### src/rtl/if_fetch_queue.sv
// ---------------------------------------------------------------------------
// if_fetch_queue
//   Instruction-fetch stage with a DEPTH-entry prefetch buffer. Issues
//   sequential fetches on a req/ack instruction-memory port (at most one
//   outstanding), buffers returned words together with their PC, and
//   presents one instruction per cycle to the decode stage. A decode stall
//   (if_bubble) only freezes the head; prefetch keeps filling the buffer.
//   A redirect (if_pc_jump) flushes the buffer, restarts fetch at jpc and
//   drops any response that belongs to a pre-redirect request.
//
// Ports
//   clk         in   1       clock, rising edge
//   rst         in   1       asynchronous reset, active low
//   jpc         in   ADDR_W  redirect target
//   if_pc_jump  in   1       redirect strobe, one cycle
//   if_bubble   in   1       decode stall: hold head, do not pop
//   im_req      out  1       fetch request valid
//   im_addr     out  ADDR_W  fetch address, stable while im_req && !im_ack
//   im_ack      in   1       memory accepts request; im_data valid this cycle
//   im_data     in   DATA_W  fetched word
//   ins_valid   out  1       ins/pc/npc hold a valid instruction
//   ins         out  DATA_W  instruction at buffer head
//   pc          out  ADDR_W  address of ins
//   npc         out  ADDR_W  pc + PC_STEP (link value)
// ---------------------------------------------------------------------------
module if_fetch_queue #(
  parameter int                ADDR_W   = 32,
  parameter int                DATA_W   = 32,
  parameter int                DEPTH    = 4,
  parameter logic [ADDR_W-1:0] RESET_PC = 32'h8000_0000,
  parameter int                PC_STEP  = 4
) (
  input  logic              clk,
  input  logic              rst,
  input  logic [ADDR_W-1:0] jpc,
  input  logic              if_pc_jump,
  input  logic              if_bubble,
  output logic              im_req,
  output logic [ADDR_W-1:0] im_addr,
  input  logic              im_ack,
  input  logic [DATA_W-1:0] im_data,
  output logic              ins_valid,
  output logic [DATA_W-1:0] ins,
  output logic [ADDR_W-1:0] pc,
  output logic [ADDR_W-1:0] npc
);

  localparam int PTR_W = (DEPTH > 1) ? $clog2(DEPTH) : 1;
  localparam int CNT_W = $clog2(DEPTH) + 1;
  localparam logic [ADDR_W-1:0] STEP_V  = ADDR_W'(PC_STEP);
  localparam logic [CNT_W-1:0]  DEPTH_V = CNT_W'(DEPTH);

  // Buffer storage: each entry keeps the fetch address alongside the word.
  logic [ADDR_W-1:0] mem_pc_r   [DEPTH];
  logic [DATA_W-1:0] mem_data_r [DEPTH];

  logic [PTR_W-1:0]  rd_ptr_r;
  logic [PTR_W-1:0]  wr_ptr_r;
  logic [CNT_W-1:0]  count_r;
  logic [ADDR_W-1:0] fetch_pc_r;
  logic              discard_r;
  logic              im_req_r;
  logic [ADDR_W-1:0] im_addr_r;
  logic              ins_valid_r;
  logic [DATA_W-1:0] ins_r;
  logic [ADDR_W-1:0] pc_r;
  logic [ADDR_W-1:0] npc_r;

  logic              ack_s;
  logic              push_s;
  logic              pop_s;
  logic [PTR_W-1:0]  rd_ptr_nxt_s;
  logic [PTR_W-1:0]  rd_ptr_n_s;
  logic [PTR_W-1:0]  wr_ptr_n_s;
  logic [CNT_W-1:0]  count_n_s;
  logic [ADDR_W-1:0] fetch_pc_n_s;
  logic              discard_n_s;
  logic              im_req_n_s;
  logic [ADDR_W-1:0] im_addr_n_s;
  logic              ins_valid_n_s;
  logic              load_s;
  logic [ADDR_W-1:0] load_pc_s;
  logic [DATA_W-1:0] load_data_s;

  // Handshake qualifiers: an ack only counts while a request is outstanding,
  // and a redirect in the same cycle kills both the push and the pop.
  always_comb begin
    ack_s        = im_req_r & im_ack;
    push_s       = ack_s & ~discard_r & ~if_pc_jump;
    pop_s        = ins_valid_r & ~if_bubble & ~if_pc_jump;
    rd_ptr_nxt_s = rd_ptr_r + PTR_W'(1);
  end

  // Buffer occupancy and pointer update (a redirect empties everything).
  always_comb begin
    count_n_s  = count_r;
    rd_ptr_n_s = rd_ptr_r;
    wr_ptr_n_s = wr_ptr_r;
    if (if_pc_jump) begin
      count_n_s  = {CNT_W{1'b0}};
      rd_ptr_n_s = {PTR_W{1'b0}};
      wr_ptr_n_s = {PTR_W{1'b0}};
    end else begin
      case ({push_s, pop_s})
        2'b10: begin
          count_n_s  = count_r + CNT_W'(1);
          wr_ptr_n_s = wr_ptr_r + PTR_W'(1);
        end
        2'b01: begin
          count_n_s  = count_r - CNT_W'(1);
          rd_ptr_n_s = rd_ptr_nxt_s;
        end
        2'b11: begin
          wr_ptr_n_s = wr_ptr_r + PTR_W'(1);
          rd_ptr_n_s = rd_ptr_nxt_s;
        end
        default: begin
          count_n_s = count_r;
        end
      endcase
    end
  end

  // Request issue. A new request is only raised when the post-update count
  // leaves room, so an outstanding request always has a reserved slot. A
  // redirect that catches a request still waiting for its ack lets it finish
  // untouched and marks its response for discard.
  always_comb begin
    fetch_pc_n_s = fetch_pc_r;
    discard_n_s  = discard_r;
    im_req_n_s   = im_req_r;
    im_addr_n_s  = im_addr_r;
    if (if_pc_jump) begin
      fetch_pc_n_s = jpc;
      if (im_req_r && !im_ack) begin
        discard_n_s = 1'b1;
      end else begin
        discard_n_s = 1'b0;
        im_req_n_s  = 1'b1;
        im_addr_n_s = jpc;
      end
    end else if (ack_s) begin
      // A stale ack leaves fetch_pc alone: it already holds the redirect target.
      if (discard_r) begin
        fetch_pc_n_s = fetch_pc_r;
      end else begin
        fetch_pc_n_s = fetch_pc_r + STEP_V;
      end
      discard_n_s = 1'b0;
      im_addr_n_s = fetch_pc_n_s;
      im_req_n_s  = (count_n_s < DEPTH_V);
    end else if (!im_req_r) begin
      if (count_n_s < DEPTH_V) begin
        im_req_n_s  = 1'b1;
        im_addr_n_s = fetch_pc_r;
      end else begin
        im_req_n_s  = 1'b0;
      end
    end else begin
      im_req_n_s = 1'b1;
    end
  end

  // Head register selection: the visible outputs track the entry that will
  // be at the head after this cycle's push/pop, fed directly from the memory
  // port when the buffer is (or becomes) empty.
  always_comb begin
    ins_valid_n_s = ins_valid_r;
    load_s        = 1'b0;
    load_pc_s     = im_addr_r;
    load_data_s   = im_data;
    if (if_pc_jump) begin
      ins_valid_n_s = 1'b0;
    end else if (pop_s) begin
      if (count_r > CNT_W'(1)) begin
        load_s        = 1'b1;
        load_pc_s     = mem_pc_r[rd_ptr_nxt_s];
        load_data_s   = mem_data_r[rd_ptr_nxt_s];
        ins_valid_n_s = 1'b1;
      end else if (push_s) begin
        load_s        = 1'b1;
        ins_valid_n_s = 1'b1;
      end else begin
        ins_valid_n_s = 1'b0;
      end
    end else if (push_s && (count_r == {CNT_W{1'b0}})) begin
      load_s        = 1'b1;
      ins_valid_n_s = 1'b1;
    end else begin
      load_s = 1'b0;
    end
  end

  // Buffer storage write on accepted responses.
  always_ff @(posedge clk or negedge rst) begin
    if (!rst) begin
      for (int i = 0; i < DEPTH; i++) begin
        mem_pc_r[i]   <= {ADDR_W{1'b0}};
        mem_data_r[i] <= {DATA_W{1'b0}};
      end
    end else if (push_s) begin
      mem_pc_r[wr_ptr_r]   <= im_addr_r;
      mem_data_r[wr_ptr_r] <= im_data;
    end else begin
      mem_pc_r[wr_ptr_r]   <= mem_pc_r[wr_ptr_r];
      mem_data_r[wr_ptr_r] <= mem_data_r[wr_ptr_r];
    end
  end

  // Control state: pointers, occupancy, fetch address, memory request.
  always_ff @(posedge clk or negedge rst) begin
    if (!rst) begin
      rd_ptr_r   <= {PTR_W{1'b0}};
      wr_ptr_r   <= {PTR_W{1'b0}};
      count_r    <= {CNT_W{1'b0}};
      fetch_pc_r <= RESET_PC;
      discard_r  <= 1'b0;
      im_req_r   <= 1'b0;
      im_addr_r  <= RESET_PC;
    end else begin
      rd_ptr_r   <= rd_ptr_n_s;
      wr_ptr_r   <= wr_ptr_n_s;
      count_r    <= count_n_s;
      fetch_pc_r <= fetch_pc_n_s;
      discard_r  <= discard_n_s;
      im_req_r   <= im_req_n_s;
      im_addr_r  <= im_addr_n_s;
    end
  end

  // Registered instruction outputs; values hold whenever nothing is loaded.
  always_ff @(posedge clk or negedge rst) begin
    if (!rst) begin
      ins_valid_r <= 1'b0;
      ins_r       <= {DATA_W{1'b0}};
      pc_r        <= {ADDR_W{1'b0}};
      npc_r       <= {ADDR_W{1'b0}};
    end else begin
      ins_valid_r <= ins_valid_n_s;
      if (load_s) begin
        ins_r <= load_data_s;
        pc_r  <= load_pc_s;
        npc_r <= load_pc_s + STEP_V;
      end else begin
        ins_r <= ins_r;
        pc_r  <= pc_r;
        npc_r <= npc_r;
      end
    end
  end

  assign im_req    = im_req_r;
  assign im_addr   = im_addr_r;
  assign ins_valid = ins_valid_r;
  assign ins       = ins_r;
  assign pc        = pc_r;
  assign npc       = npc_r;

endmodule
### config.mk
export PLATFORM = sky130hd
export DESIGN_NAME = if_fetch_queue
export DESIGN_NICKNAME = d
export VERILOG_FILES = /design/src/rtl/if_fetch_queue.sv
export SDC_FILE = /design/constraint.sdc
export NUM_CORES = 1
export LEC_CHECK = 0
export CAP_MARGIN = 20
export CORE_ASPECT_RATIO = 0.8
export CORE_MARGIN = 10
export CORE_UTILIZATION = 58
export DETAILED_ROUTE_END_ITERATION = 6
export PLACE_DENSITY_LB_ADDON = 0.15
export SLEW_MARGIN = 10
export SYNTH_ARGS = -nofsm -noshare
export SYNTH_HDL_FRONTEND = slang
export SYNTH_SLANG_ARGS = --single-unit
### constraint.sdc
create_clock -name clk -period 3.5 [get_ports clk]
set_input_delay 0.7 -clock clk [delete_from_list [all_inputs] [get_ports clk]]
set_output_delay 0.7 -clock clk [all_outputs]
set_load 0.02 [all_outputs]
; ---- After elaboration in Yosys (flattened, before gate mapping)
; Index checks and enable logic that the tools add are counted.
; Widths: inputs -> output; s select.
[word_totals]
ramBits = 0
n_memories = 0
latchBits = 0
rom_bits = 0
regBits = 426
[classes]
reduce_logical = 13
n_bitwise = 10
n_eq_ne = 5
multipliers = 0
n_shift = 0
mux = 56
addsub = 6
magnitude_cmp = 5
div_mod_pow = 0
[op_table]
columns = cell, count
row1 = $mux 32, 23
row2 = $bwmux 128, 4
row3 = $bmux 32 s2, 4
row4 = $mux 128, 2
row5 = $add 32x3->32 const B, 2
row6 = $demux 32 s2, 1
row7 = $mux 1, 16
row8 = $mux 2, 4
row9 = $ge 3x3->1 const B, 2
row10 = $not 2->3, 2
row11 = $pmux 3 s2, 1
row12 = $reduce_bool 2->1, 3
row13 = $reduce_bool 3->1, 2
row14 = $and 1x1->1, 5
row15 = $add 2x1->2 const B, 2
row16 = $eq 2x2->1 const B, 2
row17 = $reduce_or 2->1, 2
row18 = $add 3x1->3 const B, 1
row19 = $gt 3x1->1 const B, 1
row20 = $logic_and 1x1->1, 3
row21 = $logic_not 3->1, 1
row22 = $lt 3x1->1 const B, 1
row23 = $lt 3x3->1 const B, 1
row24 = $mux 3, 1
row25 = 7 further kinds, 9

; ---- Longest topological paths before layout
[depth]
ltp_word = 11
mapped_depth = 16
depth_no_buf = 11

; ---- Worst setup path before layout
; No wires, ideal clock.
[synth_timing]
kind = input to register
start = input port if_pc_jump
end = register npc_r[24] (netlist: npc[24])
arrival_ps = 3492
n_path_buf = 4
slack_ps = -128
setup_time_ps = 136
cell_stages = 14
path_cell_list = buf_2 nor3_4 buf_2 clkbuf_1 nand2_1 nand2_1 ha_1 clkbuf_1 nand4_1 mux2i_1 nand4_1 nor4_4 nor3b_1 o31ai_1
[synth_between]
word_cells_on_any_way = 12
classes_between = add/sub (1) / mux (7) / bitwise (3) / reduce/logical (1)
[synth_rtl]
columns = item, line_no
row1 = from (decl), 36  ; input logic if_pc_jump,
row2 = $not 1->1, 90  ; pop_s = ins_valid_r & ~if_bubble & ~if_pc_jump;
row3 = $and 1x1->1, 90
row4 = $mux 32, 174  ; end else if (pop_s) begin
row5 = $mux 32 *, 172  ; if (if_pc_jump) begin
row6 = via load_pc_s[3], 82  ; logic [ADDR_W-1:0] load_pc_s;
row7 = $add 32x3->32 *, 243  ; npc_r <= load_pc_s + STEP_V;
row8 = to (signal assigned), 237  ; npc_r <= {ADDR_W{1'b0}};
row9 = to (signal assigned), 243
row10 = to (signal assigned), 247  ; npc_r <= npc_r;
row11 = to (decl), 67  ; logic [ADDR_W-1:0] npc_r;
; The timed path passes the listed nets; every way through them passes the cells marked *.
; A chain may end at the register's enable or synchronous reset.

; ---- Final worst setup path
[layout_timing]
start = register rd_ptr_r[1]
end = register npc_r[24] (netlist: npc[24])
[layout_between]
elab_chain_cells = 9
[layout_rtl]
columns = item, line_no
row1 = from (decl), 57  ; logic [PTR_W-1:0] rd_ptr_r;
row2 = from (signal assigned), 213  ; rd_ptr_r <= {PTR_W{1'b0}};
row3 = from (signal assigned), 221  ; rd_ptr_r <= rd_ptr_n_s;
row4 = $add 2x1->2, 91  ; rd_ptr_nxt_s = rd_ptr_r + PTR_W'(1);
row5 = $not 2->3 (not written as such), 177  ; load_pc_s = mem_pc_r[rd_ptr_nxt_s];
row6 = $bmux 32 s2, 177
row7 = $mux 32 (not written as such) (2 in series), 177
row8 = $mux 32, 175  ; if (count_r > CNT_W'(1)) begin
row9 = $mux 32, 174
row10 = $mux 32, 172
row11 = via load_pc_s[2], 82
row12 = $add 32x3->32, 243
; The timed path passes the listed nets, and every way through them passes these cells. The select of a mux whose other input is x is not followed.

==> summary.txt <==
GRT
  • Antenna violations before repair: 1
  • Largest net degree at the start of global routing: 102
  • Global route overflow: 0
  • Number of global-route vias before repair: 16534
  • Gr usage total: 0.259
  • First-pass GRT wire length: 91600 µm

Cells and area
  • Ant diodes: 0
  • Post-route cell area: 25100 µm²
  • Final nets: 2170
  • Area grow syn2layout: 20.2%
  • Share of cells above drive strength 1: 0.155
  • Fill cells: roughly 2600

Routing
  • Vias per inst: between 6 and 7
  • Post-DRT Antenna Nets: 0
  • WL final: 56800 µm
  • Post-DR wirelength/cell: 21.8 µm
  • Remaining DRCs: 0
  • Routed via count: roughly 16000
  • DR iter-0 viols: 1587
  • DRT Pass-1 Iters: 5

Synthesis
  • Synth Area per Inst: 10.9 µm²
  • Mapped Nets: 1998
  • Asr flop ratio synth: 1.00
  • Synth top area share: 0.505
  • Synth area leader: dfrtp_1
  • Cells after synthesis: 1920
  • Post-synth top flop: dfrtp_1
  • Synth Register Bits: 424
  • Library cells used by synthesis: 63
  • Most common cell in the netlist: dfrtp_1
  • Top cells by instance count after synthesis: dfrtp_1 (422), nor2_1 (306), a21oi_1 (265), nand2_1 (217), mux4_2 (114)
  • Register area share after synthesis: 0.508
  • Area contributors post-synth: dfrtp_1 (51%), mux4_2 (12%), a21oi_1 (6.3%)
  • Synth warnings: 0
  • Syn Std Cell Area: 20900 µm²
  • EDFF count, synth: 0

Die
  • I/O Pins: 199
  • Die Wd: 232 µm
  • Die Ht: 190 µm
  • Initial core utilization: 0.584
  • Row cnt: 62
  • Core box area: 35800 µm²
  • DIE AREA: 44100 µm²

Timing
  • Slew @ Worst Pin: 895 ps
  • Tcrit/Tclk final: 0.879
  • Final hold viol count: 0
  • Worst clock skew: 15.4 ps
  • Peak clock frequency supported by timing: 325 MHz
  • Hold Slack: around 150 ps
  • Setup violations, final: 0
  • Period minus WS final: about 3000 ps
  • Final Max Slew Viols: 0
  • Setup total negative slack: 0 ps
  • Slew margin rel.: 0.403
  • RSZ-0062 raised after global routing: false
  • Final worst slack: roughly 420 ps

Placement
  • Area of placed instances: 23700 µm²
  • Placed wire-length estimate: 38400 µm
  • Placer congestion estimate: 0.887
  • IO Port Bufs: around 200
  • Post-Place Worst Slack: -52.7 ps

Clock network
  • Num CTS Buffers: 43
  • Post-CTS sizing: 0
  • Clk sink count: about 420
  • Postcts setup bufs: 0
  • Clk Latency, worst-skew pair: 560 ps
  • Reg clk slew, reported paths: 60 ps
  • CTS tree: built
  • CTS H-tree lvls: 2
  • CTS root buffer: clkbuf_16
  • Max clock buf depth: 3
  • # hold bufs at CTS: 0

Setup path
  • CP endpoint kind: flip-flop
  • CP arrival: 3490 ps
  • Worst Path Max Fanout: 25
  • Kind of critical path: reg2reg
  • CP Launch Type: flip-flop
  • Req. time, crit path: between 3000 and 4000 ps

Power and ir drop
  • Register share of total power: 0.428
  • Clock share of power: 0.240
  • Int Power: 0.0129 W
  • Switching share of power: 0.346
  • Leak: 9.61 nW
  • Pwr dens: roughly 800 nW/µm²
  • Largest vdd supply drop: between 0.0004 and 0.0005 V
  • Sw Pwr: 0.00682 W
  • Comb power frac: 0.332

Worst hold path
  • Hold Path Class: in2async

Run
  • Max_cap viols: 0

Outcome
  • Status: finished clean
## power groups by stage
stage,Combinational (W),Sequential [W],Clock [W]
after floorplan,0.00379,0.00852,0
after global placement,0.00631,0.00831,0
after detailed placement,0.00655,0.00846,0
after CTS,0.00659,0.00841,0.00479
after global routing,0.00714,0.00868,0.00500
final,0.00654,0.00844,0.00472
## flip-flops by register name, indices dropped and copies added (netlist names)
name and count:
mem_data_r 128, mem_pc_r 128, fetch_pc_r 32, im_addr 32
ins 32, pc 32, npc 30, count_r 3
rd_ptr_r 2, wr_ptr_r 2, discard_r 1, im_req 1
ins_valid 1
## metal layers
layer	up-vias	global-route usage	wire [µm]
met5	-	0	17
met4	2	0.0838	1490
met3	109	0.0451	3880
met2	602	0.421	27800
met1	8160	0.351	23600
li1	7197	-	-
## through the flow
step                std cells  total power (W)   util
floorplan                1920           0.0123      -
global placement         2527           0.0146  0.662
detailed placement       2527           0.0150  0.662
CTS                      2604           0.0198  0.703
global route             2604           0.0208  0.703
finish                   2604           0.0197  0.703
## kinds of logic (layout without fill, tap and decap cells)
group,count (synthesis),in the layout,synth area share
fa+ha+maj,9,9,0.00539
compound gates,403,403,0.104
buf+inv,149,353,0.0297
mux,250,250,0.202
xor+xnor,54,54,0.0226
simple gates,631,631,0.129
flops,424,424,0.508
## cell usage in the layout (no fill, tap or decap), types with 45 or more instances in the layout
cell	n
dfrtp_1	418
o21ai_0	66
mux2i_1	80
clkdlybuf4s50_1	196
nor2_1	306
mux4_2	114
a21oi_1	264
nand2_1	216
clkbuf_16	45
buf_4	58
## final timing paths
kind	from	to	slack, ps	depth (start not counted)
max	rd_ptr_r[1]$_DFFE_PN0P_	npc[24]$_DFFE_PN0P_	420	12
max reg2reg	rd_ptr_r[1]$_DFFE_PN0P_	npc[24]$_DFFE_PN0P_	420	12
min in group clk	pc[25]$_DFFE_PN0P_	pc[25]$_DFFE_PN0P_	470	2
max in group asynchronous	rst	im_addr[5]$_DFFE_PN0P_	2400	3
min	rst	ins[8]$_DFFE_PN0P_	150	1
min reg2reg	pc[25]$_DFFE_PN0P_	pc[25]$_DFFE_PN0P_	470	2
## worst max-delay path, cell delays in order (launching register included)
cell and delay (ps):
dfrtp_4 680, mux4_2 480, nand2_1 70, nand2_1 90
ha_1 200, nand4_1 110, mux2i_1 240, nand4_1 120
buf_4 200, nor4_4 220, buf_4 190, nor3b_1 210
o31ai_1 110
## cell type report
class	count	area (µm²)	share of cell area
sequential	424	10600	0.423
multi-input combinational	1347	9750	0.388
timing repair buffer	269	2680	0.107
clock buffer	63	1290	0.0515
tap	480	601	0.0239
clock inverter	14	154	0.00613
inverter	7	26.3	0.00105
Note: power is estimated with default switching activity, not from simulation.
